--- config.mk ---
export PLATFORM = sky130hd
export DESIGN_NAME = mem_port_arbiter_flat
export DESIGN_NICKNAME = d
export VERILOG_FILES = /design/src/rtl/mem_port_arbiter_if.sv /design/src/rtl/mem_port_arbiter.sv /design/src/flat_wrapper.sv
export SDC_FILE = /design/constraint.sdc
export NUM_CORES = 1
export LEC_CHECK = 0
export BUFFER_PORTS_ARGS = -buffer_cell sky130_fd_sc_hd__buf_2
export CORE_ASPECT_RATIO = 0.9
export CORE_MARGIN = 2
export CORE_UTILIZATION = 56
export CTS_CLUSTER_DIAMETER = 30
export DETAILED_ROUTE_END_ITERATION = 16
export PLACE_DENSITY = 0.87
export REMOVE_ABC_BUFFERS = 1
export SYNTH_ARGS = -nofsm -noshare
export SYNTH_HDL_FRONTEND = slang
export SYNTH_SLANG_ARGS = --single-unit
export TNS_END_PERCENT = 30
--- constraint.sdc ---
create_clock -name clk -period 10.8 [get_ports clk]
set_input_delay 3.24 -clock clk [delete_from_list [all_inputs] [get_ports clk]]
set_output_delay 3.24 -clock clk [all_outputs]
set_load 0.01 [all_outputs]
--- src/rtl/mem_port_arbiter_if.sv ---
// Handshake bundle for mem_port_arbiter: two requester ports and the shared memory port.
// The slave modport is the arbiter's view; master is the surrounding environment.
interface mem_port_arbiter_if #(
  parameter int AW = 32,
  parameter int DW = 32
);
  logic          r0_req, r0_we, r0_busy, r0_ack, r0_err;
  logic [AW-1:0] r0_addr;
  logic [DW-1:0] r0_wdata, r0_rdata;

  logic          r1_req, r1_we, r1_busy, r1_ack, r1_err;
  logic [AW-1:0] r1_addr;
  logic [DW-1:0] r1_wdata, r1_rdata;

  logic          m_req, m_we, m_gnt, m_rvalid;
  logic [AW-1:0] m_addr;
  logic [DW-1:0] m_wdata, m_rdata;

  modport slave (
    input  r0_req, r0_we, r0_addr, r0_wdata,
    input  r1_req, r1_we, r1_addr, r1_wdata,
    input  m_gnt, m_rvalid, m_rdata,
    output r0_busy, r0_ack, r0_rdata, r0_err,
    output r1_busy, r1_ack, r1_rdata, r1_err,
    output m_req, m_we, m_addr, m_wdata
  );

  modport master (
    output r0_req, r0_we, r0_addr, r0_wdata,
    output r1_req, r1_we, r1_addr, r1_wdata,
    output m_gnt, m_rvalid, m_rdata,
    input  r0_busy, r0_ack, r0_rdata, r0_err,
    input  r1_busy, r1_ack, r1_rdata, r1_err,
    input  m_req, m_we, m_addr, m_wdata
  );
endinterface

--- src/rtl/mem_port_arbiter.sv ---
// Round-robin arbiter sharing one memory port between instruction fetch (port 0) and the
// load/store queue (port 1), with one-entry pending buffers and a per-transaction timeout.
module mem_port_arbiter #(
  parameter int AW      = 32,
  parameter int DW      = 32,
  parameter int TIMEOUT = 64
) (
  input  logic              clk,
  input  logic              rst_n,
  mem_port_arbiter_if.slave bus
);

  typedef enum logic [1:0] {IDLE, REQ, WAIT, RESP} state_t;

  localparam logic [15:0] TMO_LAST = 16'(TIMEOUT - 1);

  state_t        state;
  logic [1:0]    pend;
  logic          sel, last_gnt, winner;
  logic [15:0]   tmo_cnt;
  logic          tmo_hit;

  logic [1:0]    req_vec, we_vec;
  logic [AW-1:0] addr_in   [2];
  logic [DW-1:0] wdata_in  [2];
  logic [1:0]    buf_we;
  logic [AW-1:0] buf_addr  [2];
  logic [DW-1:0] buf_wdata [2];

  logic          m_req_q, m_we_q;
  logic [AW-1:0] m_addr_q;
  logic [DW-1:0] m_wdata_q;
  logic [1:0]    ack_q, err_q;
  logic [DW-1:0] rdata_q [2];

  assign req_vec     = {bus.r1_req, bus.r0_req};
  assign we_vec      = {bus.r1_we, bus.r0_we};
  assign addr_in[0]  = bus.r0_addr;
  assign addr_in[1]  = bus.r1_addr;
  assign wdata_in[0] = bus.r0_wdata;
  assign wdata_in[1] = bus.r1_wdata;

  assign tmo_hit = (tmo_cnt == TMO_LAST);

  // NOTE: every variable written in always_comb gets a default first, so no latch is inferred.
  always_comb begin
    winner = 1'b0;
    if (pend[0] && pend[1]) winner = ~last_gnt;
    else if (pend[1])       winner = 1'b1;
  end

  // NOTE: payload buffers carry no reset; they are only read while their pend bit is set.
  always_ff @(posedge clk) begin
    for (int i = 0; i < 2; i++) begin
      if (req_vec[i] && !pend[i]) begin
        buf_we[i]    <= we_vec[i];
        buf_addr[i]  <= addr_in[i];
        buf_wdata[i] <= wdata_in[i];
      end
    end
  end

  // NOTE: sequential state uses non-blocking assignments only, so every read sees pre-edge values.
  always_ff @(posedge clk or negedge rst_n) begin
    if (!rst_n) begin
      state     <= IDLE;
      pend      <= '0;
      sel       <= 1'b0;
      last_gnt  <= 1'b1;
      tmo_cnt   <= '0;
      m_req_q   <= 1'b0;
      m_we_q    <= 1'b0;
      m_addr_q  <= '0;
      m_wdata_q <= '0;
      ack_q     <= '0;
      err_q     <= '0;
      for (int i = 0; i < 2; i++) rdata_q[i] <= '0;
    end else begin
      // A request while the buffer is occupied is dropped; the requester should honour busy.
      for (int i = 0; i < 2; i++) begin
        if (req_vec[i] && !pend[i]) pend[i] <= 1'b1;
      end

      case (state)
        IDLE: begin
          if (|pend) begin
            sel       <= winner;
            last_gnt  <= winner;
            m_req_q   <= 1'b1;
            m_we_q    <= buf_we[winner];
            m_addr_q  <= buf_addr[winner];
            m_wdata_q <= buf_wdata[winner];
            tmo_cnt   <= '0;
            state     <= REQ;
          end
        end

        REQ: begin
          if (tmo_hit) begin
            m_req_q      <= 1'b0;
            ack_q[sel]   <= 1'b1;
            err_q[sel]   <= 1'b1;
            rdata_q[sel] <= '0;
            state        <= RESP;
          end else begin
            tmo_cnt <= tmo_cnt + 16'd1;
            if (bus.m_gnt) begin
              m_req_q <= 1'b0;
              if (m_we_q) begin
                ack_q[sel]   <= 1'b1;
                err_q[sel]   <= 1'b0;
                rdata_q[sel] <= '0;
                state        <= RESP;
              end else begin
                state <= WAIT;
              end
            end
          end
        end

        WAIT: begin
          if (tmo_hit) begin
            ack_q[sel]   <= 1'b1;
            err_q[sel]   <= 1'b1;
            rdata_q[sel] <= '0;
            state        <= RESP;
          end else begin
            tmo_cnt <= tmo_cnt + 16'd1;
            if (bus.m_rvalid) begin
              ack_q[sel]   <= 1'b1;
              err_q[sel]   <= 1'b0;
              rdata_q[sel] <= bus.m_rdata;
              state        <= RESP;
            end
          end
        end

        RESP: begin
          ack_q        <= '0;
          err_q        <= '0;
          rdata_q[sel] <= '0;
          pend[sel]    <= 1'b0;
          state        <= IDLE;
        end

        default: state <= IDLE;
      endcase
    end
  end

  assign bus.r0_busy  = pend[0];
  assign bus.r1_busy  = pend[1];
  assign bus.r0_ack   = ack_q[0];
  assign bus.r1_ack   = ack_q[1];
  assign bus.r0_err   = err_q[0];
  assign bus.r1_err   = err_q[1];
  assign bus.r0_rdata = rdata_q[0];
  assign bus.r1_rdata = rdata_q[1];
  assign bus.m_req    = m_req_q;
  assign bus.m_we     = m_we_q;
  assign bus.m_addr   = m_addr_q;
  assign bus.m_wdata  = m_wdata_q;

endmodule

--- src/flat_wrapper.sv ---
// flat-port wrapper written by rule: the top's interface ports become plain ports
module mem_port_arbiter_flat 
#(
  parameter int AW      = 32,
  parameter int DW      = 32,
  parameter int TIMEOUT = 64
)
  (clk, rst_n, bus_r0_req, bus_r0_we, bus_r0_addr, bus_r0_wdata, bus_r1_req, bus_r1_we, bus_r1_addr, bus_r1_wdata, bus_m_gnt, bus_m_rvalid, bus_m_rdata, bus_r0_busy, bus_r0_ack, bus_r0_rdata, bus_r0_err, bus_r1_busy, bus_r1_ack, bus_r1_rdata, bus_r1_err, bus_m_req, bus_m_we, bus_m_addr, bus_m_wdata);
  mem_port_arbiter_if #(.AW(AW), .DW(DW)) bus_i ();
  input  logic clk;
  input  logic rst_n;
  input wire logic [$bits(bus_i.r0_req)-1:0] bus_r0_req;
  input wire logic [$bits(bus_i.r0_we)-1:0] bus_r0_we;
  input wire logic [$bits(bus_i.r0_addr)-1:0] bus_r0_addr;
  input wire logic [$bits(bus_i.r0_wdata)-1:0] bus_r0_wdata;
  input wire logic [$bits(bus_i.r1_req)-1:0] bus_r1_req;
  input wire logic [$bits(bus_i.r1_we)-1:0] bus_r1_we;
  input wire logic [$bits(bus_i.r1_addr)-1:0] bus_r1_addr;
  input wire logic [$bits(bus_i.r1_wdata)-1:0] bus_r1_wdata;
  input wire logic [$bits(bus_i.m_gnt)-1:0] bus_m_gnt;
  input wire logic [$bits(bus_i.m_rvalid)-1:0] bus_m_rvalid;
  input wire logic [$bits(bus_i.m_rdata)-1:0] bus_m_rdata;
  output wire logic [$bits(bus_i.r0_busy)-1:0] bus_r0_busy;
  output wire logic [$bits(bus_i.r0_ack)-1:0] bus_r0_ack;
  output wire logic [$bits(bus_i.r0_rdata)-1:0] bus_r0_rdata;
  output wire logic [$bits(bus_i.r0_err)-1:0] bus_r0_err;
  output wire logic [$bits(bus_i.r1_busy)-1:0] bus_r1_busy;
  output wire logic [$bits(bus_i.r1_ack)-1:0] bus_r1_ack;
  output wire logic [$bits(bus_i.r1_rdata)-1:0] bus_r1_rdata;
  output wire logic [$bits(bus_i.r1_err)-1:0] bus_r1_err;
  output wire logic [$bits(bus_i.m_req)-1:0] bus_m_req;
  output wire logic [$bits(bus_i.m_we)-1:0] bus_m_we;
  output wire logic [$bits(bus_i.m_addr)-1:0] bus_m_addr;
  output wire logic [$bits(bus_i.m_wdata)-1:0] bus_m_wdata;
  assign bus_i.r0_req = bus_r0_req;
  assign bus_i.r0_we = bus_r0_we;
  assign bus_i.r0_addr = bus_r0_addr;
  assign bus_i.r0_wdata = bus_r0_wdata;
  assign bus_i.r1_req = bus_r1_req;
  assign bus_i.r1_we = bus_r1_we;
  assign bus_i.r1_addr = bus_r1_addr;
  assign bus_i.r1_wdata = bus_r1_wdata;
  assign bus_i.m_gnt = bus_m_gnt;
  assign bus_i.m_rvalid = bus_m_rvalid;
  assign bus_i.m_rdata = bus_m_rdata;
  assign bus_r0_busy = bus_i.r0_busy;
  assign bus_r0_ack = bus_i.r0_ack;
  assign bus_r0_rdata = bus_i.r0_rdata;
  assign bus_r0_err = bus_i.r0_err;
  assign bus_r1_busy = bus_i.r1_busy;
  assign bus_r1_ack = bus_i.r1_ack;
  assign bus_r1_rdata = bus_i.r1_rdata;
  assign bus_r1_err = bus_i.r1_err;
  assign bus_m_req = bus_i.m_req;
  assign bus_m_we = bus_i.m_we;
  assign bus_m_addr = bus_i.m_addr;
  assign bus_m_wdata = bus_i.m_wdata;
  mem_port_arbiter #(.AW(AW), .DW(DW), .TIMEOUT(TIMEOUT)) u_core (.clk(clk), .rst_n(rst_n), .bus(bus_i));
endmodule
==> results of run 1 <==
## power breakdown
group | leakage [µW] | internal [µW] | switching (µW)
Combinational | 0.00242 | 538 | 835
Clock | 0.000790 | 984 | 540
Sequential | 0.00322 | 1480 | 194
## per-stage QoR
stage	power, µW	utilization
after floorplan	2565	-
after global placement	2988	0.6585
after detailed placement	3053	0.6585
after CTS	4606	0.7438
after global routing	4801	0.7438
final	4573	0.7438
## per-layer routing
metal,routed length (µm),GRT usage,part of all wire
met1,10250,0.3174,0.38
met2,13430,0.4399,0.50
met3,2488,0.07013,0.093
met4,717,0.08619,0.027
met5,0,0,0
## cell families (layout without fill, tap and decap cells)
family / Yosys count / in the layout / synth area share
flops: 286 / 286 / 0.7200
fa+ha+maj: 6 / 6 / 0.006922
compound gates: 180 / 180 / 0.1206
buf+inv: 60 / 410 / 0.02457
simple gates: 130 / 130 / 0.06034
mux: 73 / 73 / 0.06760
## synth_stat cells (all sizes together), types with 5 or more instances
master / count
nor2: 8
ha: 6
dfrtp: 155
or4: 5
mux2i: 71
clkbuf: 20
nand2: 78
inv: 13
nand2b: 6
o21ai: 74
edfxtp: 130
a32o: 65
buf: 27
o31ai: 6
a211oi: 6
a21oi: 15
nand3: 6
## worst reg2reg max path, delay by kind of cell (launching register included)
kind	cells	cell delay, ns
AO/OA/AOI/OAI	3	0.62
buffers and inverters	2	0.53
AND/OR/NAND/NOR	1	0.28
adder cells (fa/ha/maj)	1	0.99
flip-flops	1	0.44
## cell type report
cell class,count,share of cell area
clock buffers,53,0.08728
clock inverters,32,0.02748
multi-input cells,389,0.1982
well taps,250,0.02202
flip-flops and latches,286,0.5497
repair buffers,312,0.1119
inverters,13,0.003435
## worst max path at each step
stage	from	endpoint	cells after the start
2_1_floorplan	bus_r0_req	u_core.buf_addr[0][0]	1
3_3_place_gp	rst_n	u_core.bus.m_addr[9]	2
3_5_place_dp	rst_n	u_core.bus.m_addr[3]	2
4_1_cts	u_core.pend[0]	bus_r0_busy	1
5_1_grt	u_core.pend[0]	bus_r0_busy	1
6_report	u_core.pend[0]	bus_r0_busy	1
## sequential cells by signal, indices dropped and copies added (netlist names)
| signal | flops |
|---|---|
| u_core.ack_q | 2 |
| u_core.bus.m_we | 1 |
| u_core.buf_addr | 64 |
| u_core.bus.m_req | 1 |
| u_core.bus.r1_rdata | 32 |
| u_core.buf_we | 2 |
| u_core.tmo_cnt | 16 |
| u_core.state | 2 |
| u_core.sel | 1 |
| u_core.buf_wdata | 64 |
| u_core.bus.m_addr | 32 |
| u_core.last_gnt | 1 |
| u_core.bus.r0_rdata | 32 |
| u_core.pend | 2 |
| u_core.bus.m_wdata | 32 |
| u_core.err_q | 2 |
==> results.cfg, run 1 <==
[final_layout]
finalNetCount = 1222
final_common_cell = buf_2
layout-drive-gt1-share = 0.3770
most-common-layout-cells = buf_2 (302), dfrtp_1 (155), edfxtp_1 (130)
stdcell_count = 1335
area_growth_syn_to_layout_pct = 30.99
diodes = 0
multiInputGateArea_mm2 = 0.002815
regArea_mm2 = 0.007809
final_area_mm2 = 0.01421
fillers = 1183

[grt]
antenna_found_initial = 0
grt_usage = 0.2567
grt_max_degree = 99
grt_pass1_wl_um = 40550
grt_pass1_vias = 7751
grt-ovfl-total = 0

[route]
drtAntennaViolNets = 0
wire_per_inst_um = 20.13
vias = 7600
drt_pre_antenna_iters = 5
drc = 0
wl_um = 26880
via_per_inst = 5.693
drtIter0Drc = 409

[critical_path]
r2r_slack_ns = 7.86
path_max_fanout = 10
worstSetupStartpointType = flop
cp.arrival_ns = 1.39
crit_buf_inv = 1
required_ns = 7.56
path_class = flop to output pin
timing.rr.start = u_core.state[0]
reg2reg_to = u_core.bus.r0_rdata[4]
path_delay_family = flip-flops
slowest_stage = dfrtp_1
critPathMaxStageDelay_ns = 0.64
cp_cell_sequence = buf_2
end_kind = output pin
reg2reg_depth = 7

[logic_synthesis]
synth_edf_count = 130
ys_ff_latch = 286
ys_types = 48
synth_cells = 735
async_flop_share = 0.5455
syn_area_mm2 = 0.01085
synth_area_leaders = edfxtp_1 (36%), dfrtp_1 (36%), mux2i_1 (6.6%)
yosysSeqAreaShare = 0.7200
avgSynthCellArea_um2 = 14.76
synth_ff_type = dfrtp_1
ys_warn_count = 0
yosysTopAreaCellShare = 0.3599
yosys.area.top_type = edfxtp_1

[clocking]
cts.repair.resized = 0
cts_htree_levels = 2
clock-sinks = 286
clockRootBuffer = clkbuf_16
path_clk_slew_ns = 0.06
postCtsSetupBuffers = 0
hold_buffers = 0
numCtsBuffers = 46
cts_max_path_buffers = 3
clock_latency_ns = 0.53
cts_tree = yes

[die]
die_h_um = 136.0
num_rows = 48
core_area_mm2 = 0.01910
dieWidth_um = 150.7
start_util = 0.5679
dieArea_mm2 = 0.02050
boundaryPins = 304

[placed_design]
portBuffers = 303
place.gp.congestion = 0.8325
dp_hpwl_um = 16830
placed_cell_area_mm2 = 0.01258
post-place-ws_ns = 6.040
dp_cells = 1250

[power]
power_density_mw_per_mm2 = 321.9
ir_worst_vdd_v = 0.0002198
power.leakage_uw = 0.006434

[timing]
relSlewSlack = 0.2045
timing_hold_violations_final = 0
layout_setup_ws_ns = 6.167
hold_slack_ns = 0.4810
period_minus_slack_ns = 4.633
finalCritPeriodShare = 0.4290
rsz0062_at_grt = false
tightest_slew_ns = 1.193
finalSetupViolCount = 0
drv_slew = 0
clock.fmax_mhz = 215.8
fin_tns_setup_ns = 0
clock_skew_ns = 0.02601

[worst_hold_path]
whs_endpoint = u_core.bus.m_wdata[30]
hold_path_class = flop to flop
hold_depth = 2
hold_start = u_core.bus.m_wdata[30]

[run]
maxCapViolCount = 0

[status]
outcome = complete, no violations
No activity file was read; power rests on OpenSTA's default activity.
==> inputs of run 2 (changes only) <==
--- a/config.mk
+++ b/config.mk
@@ -8,10 +8,10 @@
 export BUFFER_PORTS_ARGS = -buffer_cell sky130_fd_sc_hd__buf_2
 export CORE_ASPECT_RATIO = 0.9
 export CORE_MARGIN = 2
-export CORE_UTILIZATION = 56
+export CORE_UTILIZATION = 52
 export CTS_CLUSTER_DIAMETER = 30
 export DETAILED_ROUTE_END_ITERATION = 16
-export PLACE_DENSITY = 0.87
+export PLACE_DENSITY = 0.82
 export REMOVE_ABC_BUFFERS = 1
 export SYNTH_ARGS = -nofsm -noshare
 export SYNTH_HDL_FRONTEND = slang
==> constraint.sdc (replaced) <==
create_clock -name clk -period 4.6 [get_ports clk]
set_input_delay 1.38 -clock clk [delete_from_list [all_inputs] [get_ports clk]]
set_output_delay 1.38 -clock clk [all_outputs]
set_load 0.01 [all_outputs]
==> results.cfg, run 2 (synthesized netlist as in run 1, its figures left out) <==
[status]
outcome = complete, no violations

[power]
combPwrFrac = 0.301
p_switching_uw = 3661
power_density_mw_per_mm2 = 749.5
fin_total_pwr_uw = 10710
power.leakage_uw = 0.006467
sw_frac_of_total = 0.3419
pwr-share-seq = 0.366
p_int_uw = 7047
clkPwrFrac = 0.333
ir_worst_vdd_v = 0.0005250

[route]
drtAntennaViolNets = 0
vias = 7664
drt_pre_antenna_iters = 5
via_per_inst = 5.677
drtIter0Drc = 446
drc = 0
wire_per_inst_um = 19.39
wl_um = 26170

[timing]
relSlewSlack = 0.3011
timing_hold_violations_final = 0
clock_skew_ns = 0.02225
tightest_slew_ns = 1.044
fin_tns_setup_ns = 0
finalCritPeriodShare = 0.6125
period_minus_slack_ns = 2.818
clock.fmax_mhz = 354.9
rsz0062_at_grt = false
drv_slew = 0
finalSetupViolCount = 0

[grt]
grt_use_met2 = 0.4034
grt_usage = 0.2356
use_met1 = 0.2883
grt_pass1_vias = 7510
grt-ovfl-total = 0
antenna_found_initial = 3
grt_busiest_layer = met2
globalRouteMet3Util = 0.07224
grt_max_degree = 91
grt_pass1_wl_um = 40190

[critical_path]
cp_cell_sequence = ha_1, nor3b_1, and4_1, nor4_4, buf_4, a32o_1
path_max_fanout = 20
slowest_stage = nor4_4
cp.arrival_ns = 3.27
worstSetupStartpointType = flop
required_ns = 5.05
path_class = flop to flop
end_kind = flop
reg2reg_depth = 6
critPathMaxStageDelay_ns = 0.80

[clocking]
numCtsBuffers = 48
cts_tree = yes
hold_buffers = 0
cts_htree_levels = 2
clock_latency_ns = 0.53
clock-sinks = 286
cts_max_path_buffers = 3
cts.repair.resized = 0
clockRootBuffer = clkbuf_16
postCtsSetupBuffers = 0
path_clk_slew_ns = 0.05

[run]
maxCapViolCount = 0

[final_layout]
layout-drive-gt1-share = 0.3807
largestRegisters = u_core.buf_addr x64, u_core.buf_wdata x64
final_common_cell = buf_2
most-common-layout-cells = buf_2 (302), dfrtp_1 (155), edfxtp_1 (130)
area_growth_syn_to_layout_pct = 31.74
finalNetCount = 1225
diodes = 0

[worst_hold_path]
hold_path_class = flop to flop
hold_depth = 2

[placed_design]
portBuffers = 303
dp_hpwl_um = 16250
place.gp.congestion = 0.7833

[die]
boundaryPins = 304
dieWidth_um = 156.2
start_util = 0.5253
dieArea_mm2 = 0.02203
core_area_mm2 = 0.02064
die_h_um = 141.0
num_rows = 50
-- run 2: cell types whose count changed in the layout (fill, tap and decap cells not counted), sizes merged --
cell,delta
clkbuf,+8
bufinv,-3
buf,+1
inv,-1
-- run 2: metal layers --
metal | wire length, µm | vias to the layer above
met5 | 27 | -
li1 | - | 3441
met4 | 692 | 4
met1 | 10080 | 3763
met2 | 12960 | 393
met3 | 2404 | 63
-- run 2: power groups by stage --
| stage | clock network, µW | registers (µW) | logic [µW] |
|---|---|---|---|
| floorplan | 0 | 4110 | 1790 |
| global placement | 0 | 3910 | 3110 |
| detailed placement | 0 | 3940 | 3210 |
| CTS | 3610 | 3920 | 3250 |
| global route | 3730 | 4000 | 3540 |
| finish | 3570 | 3920 | 3220 |
-- run 2: worst paths after layout --
check	startpoint	endpoint	slack [ns]
setup / recovery	u_core.tmo_cnt[0]	u_core.bus.r1_rdata[10]	1.78
hold / removal	u_core.bus.m_addr[24]	u_core.bus.m_addr[24]	0.47
setup reg to reg	u_core.tmo_cnt[0]	u_core.bus.r1_rdata[10]	1.78
hold reg to reg	u_core.bus.m_addr[24]	u_core.bus.m_addr[24]	0.47
max in group asynchronous	rst_n	u_core.last_gnt	2.80
min in group asynchronous	rst_n	u_core.bus.r0_rdata[4]	0.91
-- run 2: through the flow --
step           worst slack (ns)  hold slack (ns)  utilization  cells  cell area [µm²]
2_1_floorplan            -1.158           0.4908            -    688            10630
3_3_place_gp              1.462           0.4581       0.6113   1261            12620
3_5_place_dp              1.403           0.4651       0.6113   1261            12620
4_1_cts                   1.784           0.4777       0.6921   1350            14290
5_1_grt                   1.620           0.4960       0.6921   1350            14290
6_report                  1.782           0.4708       0.6921   1350            14290
-- run 2: area by class of cell --
cell class / count / area [µm²]
Fill cell: 1400 / 6357
Clock inverter: 28 / 305.3
Timing Repair Buffer: 313 / 1623
Clock buffer: 61 / 1361
Sequential cell: 286 / 7809
Multi-Input combinational cell: 389 / 2815
Tap cell: 260 / 325.3
Inverter: 13 / 48.80
-- run 2: critical path: cells and delay by family (launching register included) --
family	cells	cell delay, ns
adder cells (fa/ha/maj)	1	0.30
AO/OA/AOI/OAI	1	0.20
AND/OR/NAND/NOR	3	1.44
buffers and inverters	1	0.35
flip-flops	1	0.43
==> inputs of run 3 (changes only) <==
--- a/config.mk
+++ b/config.mk
@@ -5,13 +5,14 @@
 export SDC_FILE = /design/constraint.sdc
 export NUM_CORES = 1
 export LEC_CHECK = 0
+export ABC_AREA = 1
 export BUFFER_PORTS_ARGS = -buffer_cell sky130_fd_sc_hd__buf_2
 export CORE_ASPECT_RATIO = 0.9
 export CORE_MARGIN = 2
-export CORE_UTILIZATION = 52
+export CORE_UTILIZATION = 48
 export CTS_CLUSTER_DIAMETER = 30
 export DETAILED_ROUTE_END_ITERATION = 16
-export PLACE_DENSITY = 0.82
+export PLACE_DENSITY = 0.78
 export REMOVE_ABC_BUFFERS = 1
 export SYNTH_ARGS = -nofsm -noshare
 export SYNTH_HDL_FRONTEND = slang
==> constraint.sdc (replaced) <==
create_clock -name clk -period 2.45 [get_ports clk]
set_input_delay 0.735 -clock clk [delete_from_list [all_inputs] [get_ports clk]]
set_output_delay 0.735 -clock clk [all_outputs]
set_load 0.01 [all_outputs]
==> results.cfg, run 3 <==
[status]
outcome = complete, no violations

[clocking]
postCtsSetupBuffers = 0
clock_latency_ns = 0.56
hold_buffers = 0
cts_max_path_buffers = 3
cts_tree = yes
numCtsBuffers = 55
clock-sinks = 286
path_clk_slew_ns = 0.05
clockRootBuffer = clkbuf_16
cts_htree_levels = 2

[grt]
grt-ovfl-total = 0
antenna_found_initial = 5
grt_usage = 0.2510
grt_pass1_wl_um = 52410
grt_max_degree = 111
grt_pass1_vias = 10020

[power]
pwr-share-seq = 0.326
clkPwrFrac = 0.313
power_density_mw_per_mm2 = 1451
combPwrFrac = 0.361
ir_worst_vdd_v = 0.001133
sw_frac_of_total = 0.4034
p_int_uw = 13790
p_switching_uw = 9329
power.leakage_uw = 0.007468

[die]
core_area_mm2 = 0.02491
start_util = 0.4850
dieWidth_um = 171.2
boundaryPins = 304
dieArea_mm2 = 0.02646
die_h_um = 154.5
num_rows = 55

[route]
wl_met1_um = 12750
wl_um = 33360
vias = 10370
drt_pre_antenna_iters = 6
top_layer_used = met5
drtAntennaViolNets = 0
wire_per_inst_um = 17.32
drc = 0
via_per_inst = 5.385
wl_met3_um = 3715
wl_met2_um = 16020
drtIter0Drc = 1014

[timing]
finalCritPeriodShare = 0.8888
fin_tns_setup_ns = 0
period_minus_slack_ns = 2.178
tightest_slew_ns = 0.5221
relSlewSlack = 0.6520
clock_skew_ns = 0.02683
drv_slew = 0
rsz0062_at_grt = false
finalSetupViolCount = 0
clock.fmax_mhz = 459.2
timing_hold_violations_final = 0

[logic_synthesis]
yosysTopAreaCellShare = 0.3231
synth_ff_type = dfrtp_1
synth_xor_area_frac = 0.001450
yosysSeqAreaShare = 0.6463
async_flop_share = 0.5455
ys_warn_count = 0
yosys.area_share.simple = 0.2530
avgSynthCellArea_um2 = 9.871
synth_cells = 1224
yosys.area.top_type = edfxtp_1
synth_edf_count = 130
synth_compound_area_frac = 0.05313
ys_ff_latch = 286
synth_most_common_cell = nand2_1
synth_common_cells = nand2_1 (382), dfrtp_1 (155), nand3_1 (150), edfxtp_1 (130), nor2_1 (84)
synth_top_family_by_area = simple AND/OR/NAND/NOR gates
synth_area_leaders = edfxtp_1 (32%), dfrtp_1 (32%), nand2_1 (12%)
synth_adder_area_share = 0.006214
ys_types = 31
synth.area.mux_share = 0
syn_area_mm2 = 0.01208

[final_layout]
largestRegisters = u_core.buf_addr x64, u_core.buf_wdata x64
layout-drive-gt1-share = 0.2895
most-common-layout-cells = nand2_1 (380), buf_2 (302), dfrtp_1 (154)
finalNetCount = 1710
final_common_cell = nand2_1
final_area_mm2 = 0.01593
area_growth_syn_to_layout_pct = 31.87

[critical_path]
path_max_fanout = 38
worstSetupStartpointType = flop
end_kind = flop
cp.arrival_ns = 2.65
critPathLaunch = u_core.tmo_cnt[0]
timing.rr.start = u_core.tmo_cnt[0]
path_class = flop to flop
required_ns = 2.92

[placed_design]
placed_cell_area_mm2 = 0.01409
place.gp.congestion = 0.9056
portBuffers = 303
dp_hpwl_um = 21110

[run]
maxCapViolCount = 0

[worst_hold_path]
hold_path_class = input port to asynchronous set/reset pin
==> run 3: cell types whose count changed after synthesis, moves of 65 or more <==
cell,before,now
mux2i_1,71,0
a32o_1,65,0
nand3_1,6,150
nand4_1,2,70
nand2_1,78,382
nor2_1,8,84
==> run 3: metal layers <==
layer,track usage,vias up
met1,0.3144,4844
met2,0.4086,564
li1,-,4878
met3,0.08444,80
met4,0.08838,6
met5,0,-
==> run 3: final cells by class <==
type | instances | area [µm²]
inverters | 35 | 131.4
repair buffers | 338 | 1902
flip-flops and latches | 286 | 7810
diodes | 2 | 5.005
clock inverters | 43 | 410.4
clock buffers | 60 | 1415
fillers | 1953 | 8980
well taps | 342 | 427.9
multi-input cells | 820 | 3830
==> run 3: cell families after synthesis <==
kind of cell	after synthesis
AND/OR/NAND/NOR	704
buffers and inverters	118
flip-flops	286
AO/OA/AOI/OAI	108
XOR/XNOR	2
adder cells (fa/ha/maj)	6
==> run 3: final timing paths <==
kind | endpoint | slack [ns] | cells after the start
max in group asynchronous | u_core.bus.r1_rdata[17] | 1.64 | 2
min in group clk | u_core.buf_addr[1][30] | 0.35 | 1
setup / recovery | u_core.bus.r1_rdata[29] | 0.27 | 10
hold reg to reg | u_core.bus.r0_rdata[27] | 0.49 | 2
setup reg to reg | u_core.bus.r1_rdata[29] | 0.27 | 10
hold / removal | u_core.bus.r0_rdata[24] | 0.16 | 1
==> run 3: stage by stage <==
| step | std cells | setup slack (ns) | hold WS (ns) | utilization | power [µW] |
|---|---|---|---|---|---|
| final | 1926 | 0.2724 | 0.1578 | 0.6395 | 23120 |
| after global placement | 1821 | 0.2490 | 0.4731 | 0.5657 | 15570 |
| after floorplan | 1141 | -3.854 | 0.4394 | - | 12000 |
| after CTS | 1924 | 0.1282 | 0.1524 | 0.6390 | 23210 |
| after detailed placement | 1821 | 0.1296 | 0.4827 | 0.5657 | 15860 |
| after global routing | 1925 | 0.03277 | 0.1704 | 0.6394 | 24540 |
==> run 3: what timing repair did <==
item / in CTS / in global routing
hold endpoints to repair: 0 / 0
gates resized for setup: 0 / 2
setup endpoints to repair: 0 / 47
==> run 3: critical path, cell delays in order, from the launching register on <==
cell and delay (ns):
dfrtp_1 0.41, ha_1 0.26, nand3_2 0.17, nor2_1 0.22, nand2_4 0.19, nand3_2 0.15
nand2_2 0.07, nor2_4 0.09, buf_6 0.29, nand3_1 0.13, nand2_1 0.10
==> run 3: power by group through the flow <==
stage | Sequential [µW] | Clock [µW] | Combinational (µW)
5_1_grt | 7680 | 7570 | 9290
3_3_place_gp | 7490 | 0 | 8080
3_5_place_dp | 7550 | 0 | 8310
2_1_floorplan | 7980 | 0 | 4010
6_report | 7540 | 7230 | 8350
4_1_cts | 7510 | 7310 | 8390
